[src/rtl/logic_arb_pkg.sv]
// Shared definitions for the logic-unit arbiter: op encoding, FSM states,
// datapath width and a one-bit evaluation helper for the logic unit.
package logic_arb_pkg;

  localparam int WIDTH = 32;

  typedef enum logic [1:0] {
    OP_AND = 2'b00,
    OP_OR  = 2'b01,
    OP_XOR = 2'b10,
    OP_NOR = 2'b11
  } op_e;

  typedef enum logic [1:0] {
    IDLE = 2'b00,
    EXEC = 2'b01,
    RESP = 2'b10
  } state_e;

  // Evaluate one result bit; every op is purely bitwise, so bits are independent.
  function automatic logic logic_bit(input op_e op, input logic a, input logic b);
    logic r;
    r = 1'b0;
    case (op)
      OP_AND:  r = a & b;
      OP_OR:   r = a | b;
      OP_XOR:  r = a ^ b;
      OP_NOR:  r = ~(a | b);
      default: r = 1'b0;
    endcase
    return r;
  endfunction

endpackage

[src/rtl/logic_unit_32.sv]
// Combinational 32-bit bitwise logic unit (AND/OR/XOR/NOR) with zero flag.
// Built as one slice per bit since no bit depends on its neighbours.
module logic_unit_32
  import logic_arb_pkg::*;
(
  input  logic [1:0]       op,
  input  logic [WIDTH-1:0] a,
  input  logic [WIDTH-1:0] b,
  output logic [WIDTH-1:0] result,
  output logic             zero
);

  generate
    for (genvar gi = 0; gi < WIDTH; gi++) begin : g_bit
      assign result[gi] = logic_bit(op_e'(op), a[gi], b[gi]);
    end
  endgenerate

  assign zero = ~|result;

endmodule

[src/rtl/logic_unit_arbiter.sv]
// Two-requester arbiter owning a shared bitwise logic unit.
// Sequence per operation: IDLE (accept) -> EXEC (compute, register result)
// -> RESP (hold until consumer handshake).
// Build option: define LOGIC_ARB_ROUND_ROBIN_EN for round-robin tie breaking;
// otherwise requester 0 always wins ties and no last-grant register exists.
// Only WIDTH = 32 is supported.
module logic_unit_arbiter #(
  parameter int WIDTH = 32
) (
  input  logic             clk,
  input  logic             rst_n,
  input  logic             req0_valid,
  output logic             req0_ready,
  input  logic [1:0]       req0_op,
  input  logic [WIDTH-1:0] req0_a,
  input  logic [WIDTH-1:0] req0_b,
  input  logic             req1_valid,
  output logic             req1_ready,
  input  logic [1:0]       req1_op,
  input  logic [WIDTH-1:0] req1_a,
  input  logic [WIDTH-1:0] req1_b,
  output logic             rsp_valid,
  input  logic             rsp_ready,
  output logic             rsp_id,
  output logic [WIDTH-1:0] rsp_result,
  output logic             rsp_zero,
  output logic             busy
);
  import logic_arb_pkg::*;

  state_e           state_q, state_d;
  logic [1:0]       op_q, op_d;
  logic [WIDTH-1:0] a_q, a_d;
  logic [WIDTH-1:0] b_q, b_d;
  logic             id_q, id_d;
  logic [WIDTH-1:0] rsp_result_q, rsp_result_d;
  logic             rsp_zero_q, rsp_zero_d;
  logic             rsp_id_q, rsp_id_d;

  logic             grant_id;
  logic             accept;
  logic [WIDTH-1:0] lu_result;
  logic             lu_zero;

  // Single shared datapath, always fed from the latched operands.
  logic_unit_32 u_logic_unit (
    .op     (op_q),
    .a      (a_q),
    .b      (b_q),
    .result (lu_result),
    .zero   (lu_zero)
  );

`ifdef LOGIC_ARB_ROUND_ROBIN_EN
  logic last_q, last_d;

  // Winner selection: a lone valid wins; a tie goes to whoever was not granted last.
  always_comb begin
    grant_id = ~req0_valid;
    if (req0_valid && req1_valid) begin
      grant_id = ~last_q;
    end
  end

  // Remember the most recent grant on every accept.
  always_comb begin
    last_d = last_q;
    if (accept) begin
      last_d = grant_id;
    end
  end

  // Last-grant register; resets to 1 so requester 0 wins the first tie.
  always_ff @(posedge clk or negedge rst_n) begin
    if (!rst_n) begin
      last_q <= 1'b1;
    end else begin
      last_q <= last_d;
    end
  end
`else
  // Winner selection: fixed priority, requester 0 wins any tie.
  always_comb begin
    grant_id = ~req0_valid;
  end
`endif

  // Next-state, operand capture, response capture and handshake outputs.
  always_comb begin
    state_d      = state_q;
    op_d         = op_q;
    a_d          = a_q;
    b_d          = b_q;
    id_d         = id_q;
    rsp_result_d = rsp_result_q;
    rsp_zero_d   = rsp_zero_q;
    rsp_id_d     = rsp_id_q;
    accept       = 1'b0;
    req0_ready   = 1'b0;
    req1_ready   = 1'b0;
    rsp_valid    = 1'b0;
    busy         = 1'b1;

    case (state_q)
      IDLE: begin
        busy = 1'b0;
        if (req0_valid || req1_valid) begin
          accept     = 1'b1;
          req0_ready = ~grant_id;
          req1_ready = grant_id;
          op_d       = grant_id ? req1_op : req0_op;
          a_d        = grant_id ? req1_a  : req0_a;
          b_d        = grant_id ? req1_b  : req0_b;
          id_d       = grant_id;
          state_d    = EXEC;
        end
      end
      EXEC: begin
        rsp_result_d = lu_result;
        rsp_zero_d   = lu_zero;
        rsp_id_d     = id_q;
        state_d      = RESP;
      end
      RESP: begin
        rsp_valid = 1'b1;
        if (rsp_ready) begin
          state_d = IDLE;
        end
      end
      default: begin
        state_d = IDLE;
      end
    endcase
  end

  // State, latched request and registered response fields.
  always_ff @(posedge clk or negedge rst_n) begin
    if (!rst_n) begin
      state_q      <= IDLE;
      op_q         <= 2'b00;
      a_q          <= '0;
      b_q          <= '0;
      id_q         <= 1'b0;
      rsp_result_q <= '0;
      rsp_zero_q   <= 1'b0;
      rsp_id_q     <= 1'b0;
    end else begin
      state_q      <= state_d;
      op_q         <= op_d;
      a_q          <= a_d;
      b_q          <= b_d;
      id_q         <= id_d;
      rsp_result_q <= rsp_result_d;
      rsp_zero_q   <= rsp_zero_d;
      rsp_id_q     <= rsp_id_d;
    end
  end

  assign rsp_result = rsp_result_q;
  assign rsp_zero   = rsp_zero_q;
  assign rsp_id     = rsp_id_q;

endmodule

[config.mk]
export PLATFORM = sky130hd
export DESIGN_NAME = logic_unit_arbiter
export DESIGN_NICKNAME = d
export VERILOG_FILES = /design/src/rtl/logic_arb_pkg.sv /design/src/rtl/logic_unit_32.sv /design/src/rtl/logic_unit_arbiter.sv
export SDC_FILE = /design/constraint.sdc
export NUM_CORES = 1
export LEC_CHECK = 0
export ABC_AREA = 1
export BUFFER_PORTS_ARGS = -buffer_cell sky130_fd_sc_hd__buf_2
export CAP_MARGIN = 10
export CORE_ASPECT_RATIO = 1.1
export CORE_UTILIZATION = 58
export CTS_CLUSTER_SIZE = 30
export DETAILED_ROUTE_END_ITERATION = 7
export GPL_TIMING_DRIVEN = 0
export PLACE_DENSITY_LB_ADDON = 0.08
export SETUP_SLACK_MARGIN = 0.05
export SLEW_MARGIN = 20
export SYNTH_ARGS = -nofsm -noshare
export SYNTH_HDL_FRONTEND = slang
export SYNTH_SLANG_ARGS = --single-unit
[constraint.sdc]
create_clock -name clk -period 4 [get_ports clk]
set_input_delay 0.8 -clock clk [delete_from_list [all_inputs] [get_ports clk]]
set_output_delay 0.8 -clock clk [all_outputs]
set_load 0.02 [all_outputs]
==> reports/metrics.cfg <==
[job]
cap_violations = 0

[sta]
finalCriticalPeriod_ns = 2.64
fmaxAchievable_mhz = 379
tightest_slew_ns = 0.603
setup_tns_ns = 0
post-route-period-util_pct = 65.9
rsz0062_at_grt = false
hold_viol = 0
setup_violations = 0
whs_ns = 0.365
final_max_slew_viol_count = 0
maxSlewHeadroom_pct = 59.8
clock_skew_ns = 0.00910

[placement]
gp_congestion = 0.848
dp_hpwl_mm = 13.9
portBuffers = 173
placed_cell_area_sq_mm = 0.00765

[worst_setup_path]
path_cells = buf_2 -> inv_1 -> clkbuf_1 -> nor2_1 -> buf_2
crit_type = in2out
cp-end-kind = primary output
cp-startpoint = req0_valid
cp-start-kind = input port
critPathArrivalTime_ns = 1.84
worstPathMaxFanout = 10
cp_num_buf_inv = 4
rr_endpoint = rsp_zero
critPathTopFamily = buffers and inverters
rr_startpoint = op_q[1]
cp_slowest_cell = clkbuf_1
critPathRequiredTime_ns = 3.20
r2r_cells = 11
max_stage_delay_ns = 0.49
cp_common_cell = buf_2
rrSetupSlack_ns = 2.23

[detailed_routing]
routed_wl_mm = 17.6
antenna_left = 0
drtIter0Drc = 302
via_count = 6382
wl_per_cell_um = 14.0
route.detailed.drc = 0
avgViaCountPerCell = 5.08
firstDrtPassIters = 5

[floorplan]
io_pins = 175
die_w_um = 103
initial_core_util_pct = 59.9
die_h_um = 114
coreArea_sq_mm = 0.0110
die-area_sq_mm = 0.0117
rows = 40

[layout]
fillers = 965
diodes = 0
areaGrowthSynthToFinish_pct = 21.2
drive_gt1_share_pct = 20.0
fin_nets = 1306
final_core_util_pct = 72.6
design_area_sq_mm = 0.00796

[synth]
synth_area_leaders = dfrtp_1 39%, nand2_1 19%, ha_1 12%
synth_commonest_cells = 341 x nand2_1, 114 x inv_1, 103 x dfrtp_1
ys_types = 21
ys_seq_area_share_pct = 39.3
synth_warnings = 0
synth.ff_latch_count = 103
synthFlopType = dfrtp_1
yosysMostFrequentCell = nand2_1
syn_area_sq_mm = 0.00657
synthCells = 920
synth_top_area_cell = dfrtp_1
synth_edf_count = 0
syn_nets = 1121
synthArstFlopShare_pct = 100
avgSynthCellArea_sq_um = 7.14
netlist.area_leader.share_pct = 39.3

[clock_network]
clk_latency_ns = 0.35
cts-buffers-inserted = 9
clock-sinks = 103
hold_buffers = 0
post_cts_buffers = 0
clockRootBuffer = clkbuf_16
clockBufferDepth = 2
cts_htree_levels = 3
clk_pin_slew_worst_paths_ns = 0.06
cts_tree = yes
post_cts_resize_count = 0

[power]
finalPower_uw = 6380
powerDensity_mw_per_mm2 = 802
ir_worst_vdd_v = 0.000322
leakage_uw = 0.00450

[global_routing]
grt_use_met2_pct = 47.3
grt_pass1_wl_mm = 27.7
grt_use_met1_pct = 46.6
antenna_found_initial = 0
grt_use_met3_pct = 3.19
grt_pass1_vias = 5742
top_usage_layer = met2
grt_max_degree = 62
grt.total_usage_pct = 31.2
grt_remaining_overflow = 0

[status]
outcome = finished clean

[worst_hold_path]
hp-class = in2async

==> where the power goes <==
part | internal, uW | switching [uW]
registers | 1560 | 446
clock network | 506 | 401
logic | 1250 | 2220
==> metrics by stage <==
stage / setup WS [ns] / instances
finish: 1.36 / 1257
global route: 1.26 / 1257
CTS: 1.40 / 1257
detailed placement: 1.40 / 1241
global placement: 1.03 / 1240
floorplan: 1.71 / 920
==> worst max path at each step <==
stage / to / slack (ns) / depth (start not counted)
2_1_floorplan: req0_ready / 1.71 / 4
3_3_place_gp: b_q[8] / 1.03 / 1
3_5_place_dp: req0_ready / 1.40 / 5
4_1_cts: req0_ready / 1.40 / 5
5_1_grt: req0_ready / 1.26 / 5
6_report: req0_ready / 1.36 / 5
==> cells by family after synthesis <==
logic type | Yosys count | share of synthesized area (%)
flip-flops | 103 | 39.3
AO/OA/AOI/OAI | 89 | 8.12
adder cells (fa/ha/maj) | 64 | 12.2
AND/OR/NAND/NOR | 494 | 29.8
buffers and inverters | 170 | 10.6
==> cells in the final DEF (no fill, tap or decap), drive strengths merged <==
master	n
inv	118
nand4	14
nand2	341
buf	202
o21ai	19
dfrtp	103
o21bai	1
nand3	48
bufinv	1
a31oi	66
nor3	2
clkinv	3
o21a	1
a21oi	2
clkbuf	35
clkinvlp	1
ha	64
nor2	89
==> layer usage <==
metal | part of all wire [%] | vias up | wire length (um)
li1 | - | 3264 | -
met1 | 48 | 2846 | 8440
met2 | 44 | 248 | 7700
met3 | 6.6 | 24 | 1160
met4 | 1.7 | 0 | 304
met5 | 0 | - | 0
==> sequential cells by signal (all words and copies together) (netlist names) <==
signal and cells:
a_q 32, b_q 32, rsp_result 32, op_q 2, state_q 2, id_q 1, rsp_id 1, rsp_zero 1
==> area by class of cell <==
type | instances | area, sq um | share of cell area, %
Buffer | 53 | 258 | 3.24
Clock buffer | 10 | 239 | 3.00
Clock inverter | 6 | 68.8 | 0.865
Inverter | 117 | 439 | 5.52
Multi-Input combinational cell | 647 | 3290 | 41.4
Sequential cell | 103 | 2580 | 32.4
Tap cell | 147 | 184 | 2.31
Timing Repair Buffer | 174 | 900 | 11.3
Power figures use the tool's default switching activity.
